## config.mk

```make
export PLATFORM = sky130hd
export DESIGN_NAME = wall_collision_scheduler
export DESIGN_NICKNAME = d
export VERILOG_FILES = /design/src/rtl/wall_collision_scheduler_pkg.sv /design/src/rtl/wall_collision_scheduler_box_overlap_check.sv /design/src/rtl/wall_collision_scheduler.sv
export SDC_FILE = /design/constraint.sdc
export NUM_CORES = 1
export LEC_CHECK = 0
export BUFFER_PORTS_ARGS = -buffer_cell sky130_fd_sc_hd__buf_2
export CAP_MARGIN = 20
export CORE_MARGIN = 1
export CORE_UTILIZATION = 60
export CTS_BUF_LIST = sky130_fd_sc_hd__clkbuf_8
export DETAILED_ROUTE_END_ITERATION = 10
export GPL_ROUTABILITY_DRIVEN = 0
export GPL_TIMING_DRIVEN = 0
export PLACE_DENSITY = 0.88
export SETUP_SLACK_MARGIN = 0.4
export SLEW_MARGIN = 20
export SYNTH_ARGS = -nofsm -noshare
export SYNTH_HDL_FRONTEND = slang
export SYNTH_SLANG_ARGS = --single-unit
```

## constraint.sdc

```tcl
create_clock -name clk -period 21.6 [get_ports clk]
set_input_delay 2.16 -clock clk [delete_from_list [all_inputs] [get_ports clk]]
set_output_delay 2.16 -clock clk [all_outputs]
set_load 0.03 [all_outputs]
```

## src/rtl/wall_collision_scheduler_pkg.sv

```systemverilog
// rtl/wall_collision_scheduler_pkg.sv - shared wall packing constants and scheduler state encoding
package wall_collision_scheduler_pkg;

  localparam int COORD_W = 11;
  localparam int WALL_W  = 4 * COORD_W;

  localparam int WALL_LEFTX_LSB   = 0;
  localparam int WALL_RIGHTX_LSB  = COORD_W;
  localparam int WALL_TOPY_LSB    = 2 * COORD_W;
  localparam int WALL_BOTTOMY_LSB = 3 * COORD_W;

  typedef enum logic [1:0] {
    ST_IDLE = 2'd0,
    ST_SNAP = 2'd1,
    ST_SCAN = 2'd2,
    ST_DONE = 2'd3
  } state_t;

endpackage

```

## src/rtl/wall_collision_scheduler_box_overlap_check.sv

```systemverilog
// rtl/wall_collision_scheduler_box_overlap_check.sv - combinational player-vs-wall box overlap test
module box_overlap_check
  import wall_collision_scheduler_pkg::*;
#(
  parameter int CW = COORD_W
) (
  input  logic            en,
  input  logic [CW-1:0]   topy,
  input  logic [CW-1:0]   bottomy,
  input  logic [CW-1:0]   leftx,
  input  logic [CW-1:0]   rightx,
  input  logic [4*CW-1:0] wall,
  output logic            hit
);

  logic [CW-1:0] w_leftx;
  logic [CW-1:0] w_rightx;
  logic [CW-1:0] w_topy;
  logic [CW-1:0] w_bottomy;
  logic [CW:0]   bottom_ext;

  assign w_leftx   = wall[0*CW +: CW];
  assign w_rightx  = wall[1*CW +: CW];
  assign w_topy    = wall[2*CW +: CW];
  assign w_bottomy = wall[3*CW +: CW];

  // One extra bit so a player resting on the bottom row still touches a wall below it.
  assign bottom_ext = {1'b0, bottomy} + {{CW{1'b0}}, 1'b1};

  assign hit = en
            && (leftx <= w_rightx)
            && (rightx >= w_leftx)
            && (topy <= w_bottomy)
            && (bottom_ext >= {1'b0, w_topy});

endmodule

```

## src/rtl/wall_collision_scheduler.sv

```systemverilog
// rtl/wall_collision_scheduler.sv - one-comparator wall scan per frame tick; COLLIDE_EARLY_EXIT_EN stops at first hit
module wall_collision_scheduler
  import wall_collision_scheduler_pkg::*;
#(
  parameter int NUM_WALLS = 4,
  parameter int IDX_W     = 4,
  parameter int COORD_W   = wall_collision_scheduler_pkg::COORD_W
) (
  input  logic                           clk,
  input  logic                           rst,
  input  logic                           start,
  input  logic [COORD_W-1:0]             topy,
  input  logic [COORD_W-1:0]             bottomy,
  input  logic [COORD_W-1:0]             leftx,
  input  logic [COORD_W-1:0]             rightx,
  input  logic [NUM_WALLS*4*COORD_W-1:0] wall_list,
  input  logic [NUM_WALLS-1:0]           wall_en,
  output logic                           busy,
  output logic                           done,
  output logic                           collide,
  output logic [NUM_WALLS-1:0]           hit_mask,
  output logic [IDX_W-1:0]               hit_index
);

  localparam int EW = 4 * COORD_W;

  state_t               state;
  logic [IDX_W-1:0]     cnt;
  logic [COORD_W-1:0]   sh_topy;
  logic [COORD_W-1:0]   sh_bottomy;
  logic [COORD_W-1:0]   sh_leftx;
  logic [COORD_W-1:0]   sh_rightx;
  logic [EW-1:0]        sh_wall [NUM_WALLS];
  logic [NUM_WALLS-1:0] sh_en;

  logic [EW-1:0]        cur_wall;
  logic                 cur_en;
  logic [NUM_WALLS-1:0] cur_onehot;
  logic                 cur_hit;
  logic                 last_entry;

  always_comb begin
    cur_wall   = '0;
    cur_en     = 1'b0;
    cur_onehot = '0;
    for (int i = 0; i < NUM_WALLS; i++) begin
      if (cnt == IDX_W'(i)) begin
        cur_wall      = sh_wall[i];
        cur_en        = sh_en[i];
        cur_onehot[i] = 1'b1;
      end
    end
  end

  assign last_entry = (cnt == IDX_W'(NUM_WALLS - 1));

  box_overlap_check #(
    .CW(COORD_W)
  ) u_overlap (
    .en     (cur_en),
    .topy   (sh_topy),
    .bottomy(sh_bottomy),
    .leftx  (sh_leftx),
    .rightx (sh_rightx),
    .wall   (cur_wall),
    .hit    (cur_hit)
  );

  always_ff @(posedge clk) begin
    if (rst) begin
      state     <= ST_IDLE;
      busy      <= 1'b0;
      done      <= 1'b0;
      collide   <= 1'b0;
      hit_mask  <= '0;
      hit_index <= '0;
      cnt       <= '0;
    end else begin
      case (state)
        ST_IDLE: begin
          done <= 1'b0;
          if (start) begin
            state <= ST_SNAP;
            busy  <= 1'b1;
          end
        end
        ST_SNAP: begin
          sh_topy    <= topy;
          sh_bottomy <= bottomy;
          sh_leftx   <= leftx;
          sh_rightx  <= rightx;
          sh_en      <= wall_en;
          for (int i = 0; i < NUM_WALLS; i++) begin
            sh_wall[i] <= wall_list[i*EW +: EW];
          end
          hit_mask  <= '0;
          collide   <= 1'b0;
          hit_index <= '0;
          cnt       <= '0;
          busy      <= 1'b1;
          state     <= ST_SCAN;
        end
        ST_SCAN: begin
          if (cur_hit) begin
            hit_mask <= hit_mask | cur_onehot;
            collide  <= 1'b1;
            // collide is still clear only until the first hit, which fixes the lowest index.
            if (!collide) begin
              hit_index <= cnt;
            end
          end
`ifdef COLLIDE_EARLY_EXIT_EN
          if (cur_hit || last_entry) begin
`else
          if (last_entry) begin
`endif
            state <= ST_DONE;
            done  <= 1'b1;
            busy  <= 1'b0;
          end else begin
            cnt <= cnt + IDX_W'(1);
          end
        end
        ST_DONE: begin
          done  <= 1'b0;
          state <= ST_IDLE;
        end
        default: begin
          state <= ST_IDLE;
          busy  <= 1'b0;
          done  <= 1'b0;
        end
      endcase
    end
  end

endmodule

```

==> results.json <==
{
  "status": "complete, no violations",
  "hold_violations": 0,
  "synth_nets": 950,
  "dieArea_mm2": 0.0169,
  "cp_data_required_time_ns": 22.05,
  "drc": 0,
  "grt_max_degree": 29,
  "r2r-start": "cnt[1]",
  "rsz0062_at_grt": "no",
  "whs_ns": 0.430,
  "finClkSkew_ns": 0.0244,
  "port_buffers": 237,
  "wirelength_mm": 23.9,
  "crit_chain": "inv_1 -> ha_1 -> nor2_1 -> buf_2 -> a221oi_1 -> nor3_1 -> a21oi_1 -> ha_1 -> a211o_1 -> a21oi_1 -> o21ai_0 -> o31ai_1 -> and4b_1 -> buf_2 -> mux2i_1",
  "clk_latency_ns": 0.53,
  "critPathKind": "reg -> reg",
  "synth_top_area_cell": "edfxtp_1",
  "hold_depth": 2,
  "area_growth_pct": 23.9,
  "slew_headroom": 0.469,
  "async_flop_share": 0,
  "die_w_um": 130,
  "syn_area_per_cell_um2": 14.7,
  "post-route-period-util": 0.200,
  "ios": 238,
  "synth_area_leaders": "edfxtp_1 68%, ha_1 6.7%, a221oi_1 3.6%",
  "post_drt_via_cell_ratio": 5.78,
  "dpl.hpwl_mm": 16.9,
  "synth_ff_type": "edfxtp_1",
  "cts_buffers": 38,
  "yosys_warnings": 0,
  "power_density_mw_per_mm2": 113,
  "syn_area_mm2": 0.00985,
  "cts_hold_buf": 0,
  "fin_util": 0.766,
  "vias": 6975,
  "startpoint_type": "register",
  "die_h_um": 130,
  "start_util": 0.618,
  "r2r_cells": 15,
  "cts_setup_buffers": 0,
  "synth_top_area_share": 0.683,
  "hold_path.class": "reg -> reg",
  "drv_slew": 0,
  "h-tree-depth": 2,
  "final-setup-viol-count": 0,
  "worst_setup_path_end_kind": "register",
  "tns_ns": 0,
  "tightest_slew_ns": 0.790,
  "timing.fmax_mhz": 231,
  "path_max_fanout": 10,
  "peakVddDrop_mv": 0.0807,
  "place_ws_ns": 17.29,
  "wl_per_cell_um": 19.8,
  "synth-edff-count": 224,
  "dr.pass1.iters": 7,
  "root_buffer": "clkbuf_8",
  "hold_start": "hit_index[2]",
  "drive_gt1_frac": 0.310,
  "ant_nets": 0,
  "cp_slowest_cell": "o31ai_1",
  "cts_resized": 0,
  "netlist_instances": 670,
  "yosysSeqAreaShare": 0.717,
  "critPathArrivalTime_ns": 4.79,
  "cts_max_path_buffers": 3,
  "path_clk_slew_ns": 0.06,
  "grt_overflow": 0,
  "grt_pass1_wl_mm": 35.3,
  "cp-startpoint": "cnt[1]",
  "leakagePower_uw": 0.00479,
  "ys_types": 42,
  "synth-seq-cells": 241,
  "fin_ws_ns": 17.27,
  "slowest_delay_ns": 0.68,
  "layout.nets": 1236,
  "period_minus_slack_ns": 4.33,
  "row_count": 46,
  "grt_pass1_vias": 7129,
  "grt_usage": 0.285,
  "cts_tree": "built",
  "antenna_found_initial": 5,
  "drt_iter0_drc": 516,
  "drv_cap": 0,
  "core_mm2": 0.0159,
  "cts.sinks": 241
}
cells in the final DEF, fill, tap and decap left out, drive strengths merged, types with 3 or more instances in the layout:
master / count
buf: 256
edfxtp: 224
clkbuf: 62
a21oi: 59
nor2: 57
ha: 53
nor3: 43
a221oi: 40
inv: 25
nand2: 22
o21ai: 20
dfxtp: 17
nand3: 14
clkinv: 11
diode: 9
nand4: 9
a21o: 7
xnor2: 6
a221o: 5
nor2b: 5
o31ai: 4
and2: 4
and4: 3
xor2: 3
nand2b: 3
a31oi: 3
a41o: 3
o21a: 3
nand4b: 3
area by class of cell:
class | instances | area [um^2]
Antenna cell | 9 | 22.5
Buffer | 32 | 131
Clock buffer | 40 | 551
Clock inverter | 25 | 104
Fill cell | 1018 | 3730
Inverter | 11 | 41.3
Multi-Input combinational cell | 386 | 2620
Sequential cell | 241 | 7070
Tap cell | 216 | 270
Timing Repair Buffer | 246 | 1400
Yosys cell counts, types with 2 or more instances:
| cell | instances |
|---|---|
| a221oi_1 | 40 |
| inv_1 | 11 |
| ha_1 | 53 |
| nor2b_1 | 5 |
| clkbuf_1 | 22 |
| dfxtp_1 | 17 |
| a211o_1 | 2 |
| edfxtp_1 | 224 |
| nor3_1 | 43 |
| nand4_1 | 9 |
| o21ai_0 | 20 |
| nand4b_1 | 3 |
| a2111oi_2 | 2 |
| o31ai_1 | 4 |
| a221o_1 | 5 |
| a21o_1 | 7 |
| and2_1 | 3 |
| nor3b_1 | 2 |
| nor2_1 | 57 |
| buf_2 | 9 |
| a31oi_1 | 3 |
| a41o_1 | 3 |
| xnor2_1 | 6 |
| xor2_1 | 3 |
| o21a_1 | 3 |
| a21oi_1 | 59 |
| nand2_1 | 22 |
| nand2b_1 | 3 |
| nand3_1 | 14 |
| mux2i_1 | 2 |
| and4_1 | 3 |
sequential cells by signal (all words and copies together), names as in the netlist, 11 cells and up:
name and count:
sh_rightx 11, sh_topy 11, sh_bottomy 11, sh_wall 176
sh_leftx 11
critical path: cells and delay by family, from the launching register on:
family                   cells  cell delay, ns
AO/OA/AOI/OAI                6            1.37
AND/OR/NAND/NOR              3            1.06
buffers and inverters        3            0.64
adder cells (fa/ha/maj)      2            0.59
flip-flops                   1            0.43
multiplexers                 1            0.17
per-layer routing:
layer | up-vias | GRT usage | share of wire
met2 | 377 | 0.495 | 0.52
met5 | - | 0 | 0
met3 | 74 | 0.0640 | 0.074
met1 | 3300 | 0.325 | 0.36
li1 | 3224 | - | -
met4 | 0 | 0.163 | 0.044
report_power, final:
group          total [uW]  internal [uW]  leakage, uW  switching (uW)
Sequential            621            598      0.00219            23.2
Combinational         425            171      0.00221             254
Clock                 339            171     0.000388             168
Total                1380            940      0.00479             445
logic make-up after synthesis:
family                     after synthesis  share of synthesized area
muxes                                    2                    0.00203
DFF                                    241                      0.717
adders and majority gates               53                     0.0673
xor gates and xnor gates                 9                    0.00800
and+or+nand+nor                        170                     0.0831
buffers and inverters                   43                     0.0175
AOI/OAI and AO/OA                      152                      0.105
stage by stage:
stage	instances	power [uW]	cell area, um^2
detailed placement	1132	1050	11500
global route	1201	1460	12200
floorplan	670	930	9850
finish	1206	1380	12200
global placement	1123	1050	11300
CTS	1197	1390	12200
worst paths after layout:
kind / to / slack, ns
hold / removal: hit_index[2] / 0.43
hold reg to reg: hit_index[2] / 0.43
setup / recovery: hit_index[1] / 17.27
setup reg to reg: hit_index[1] / 17.27
Note: power is estimated with default switching activity, not from simulation.
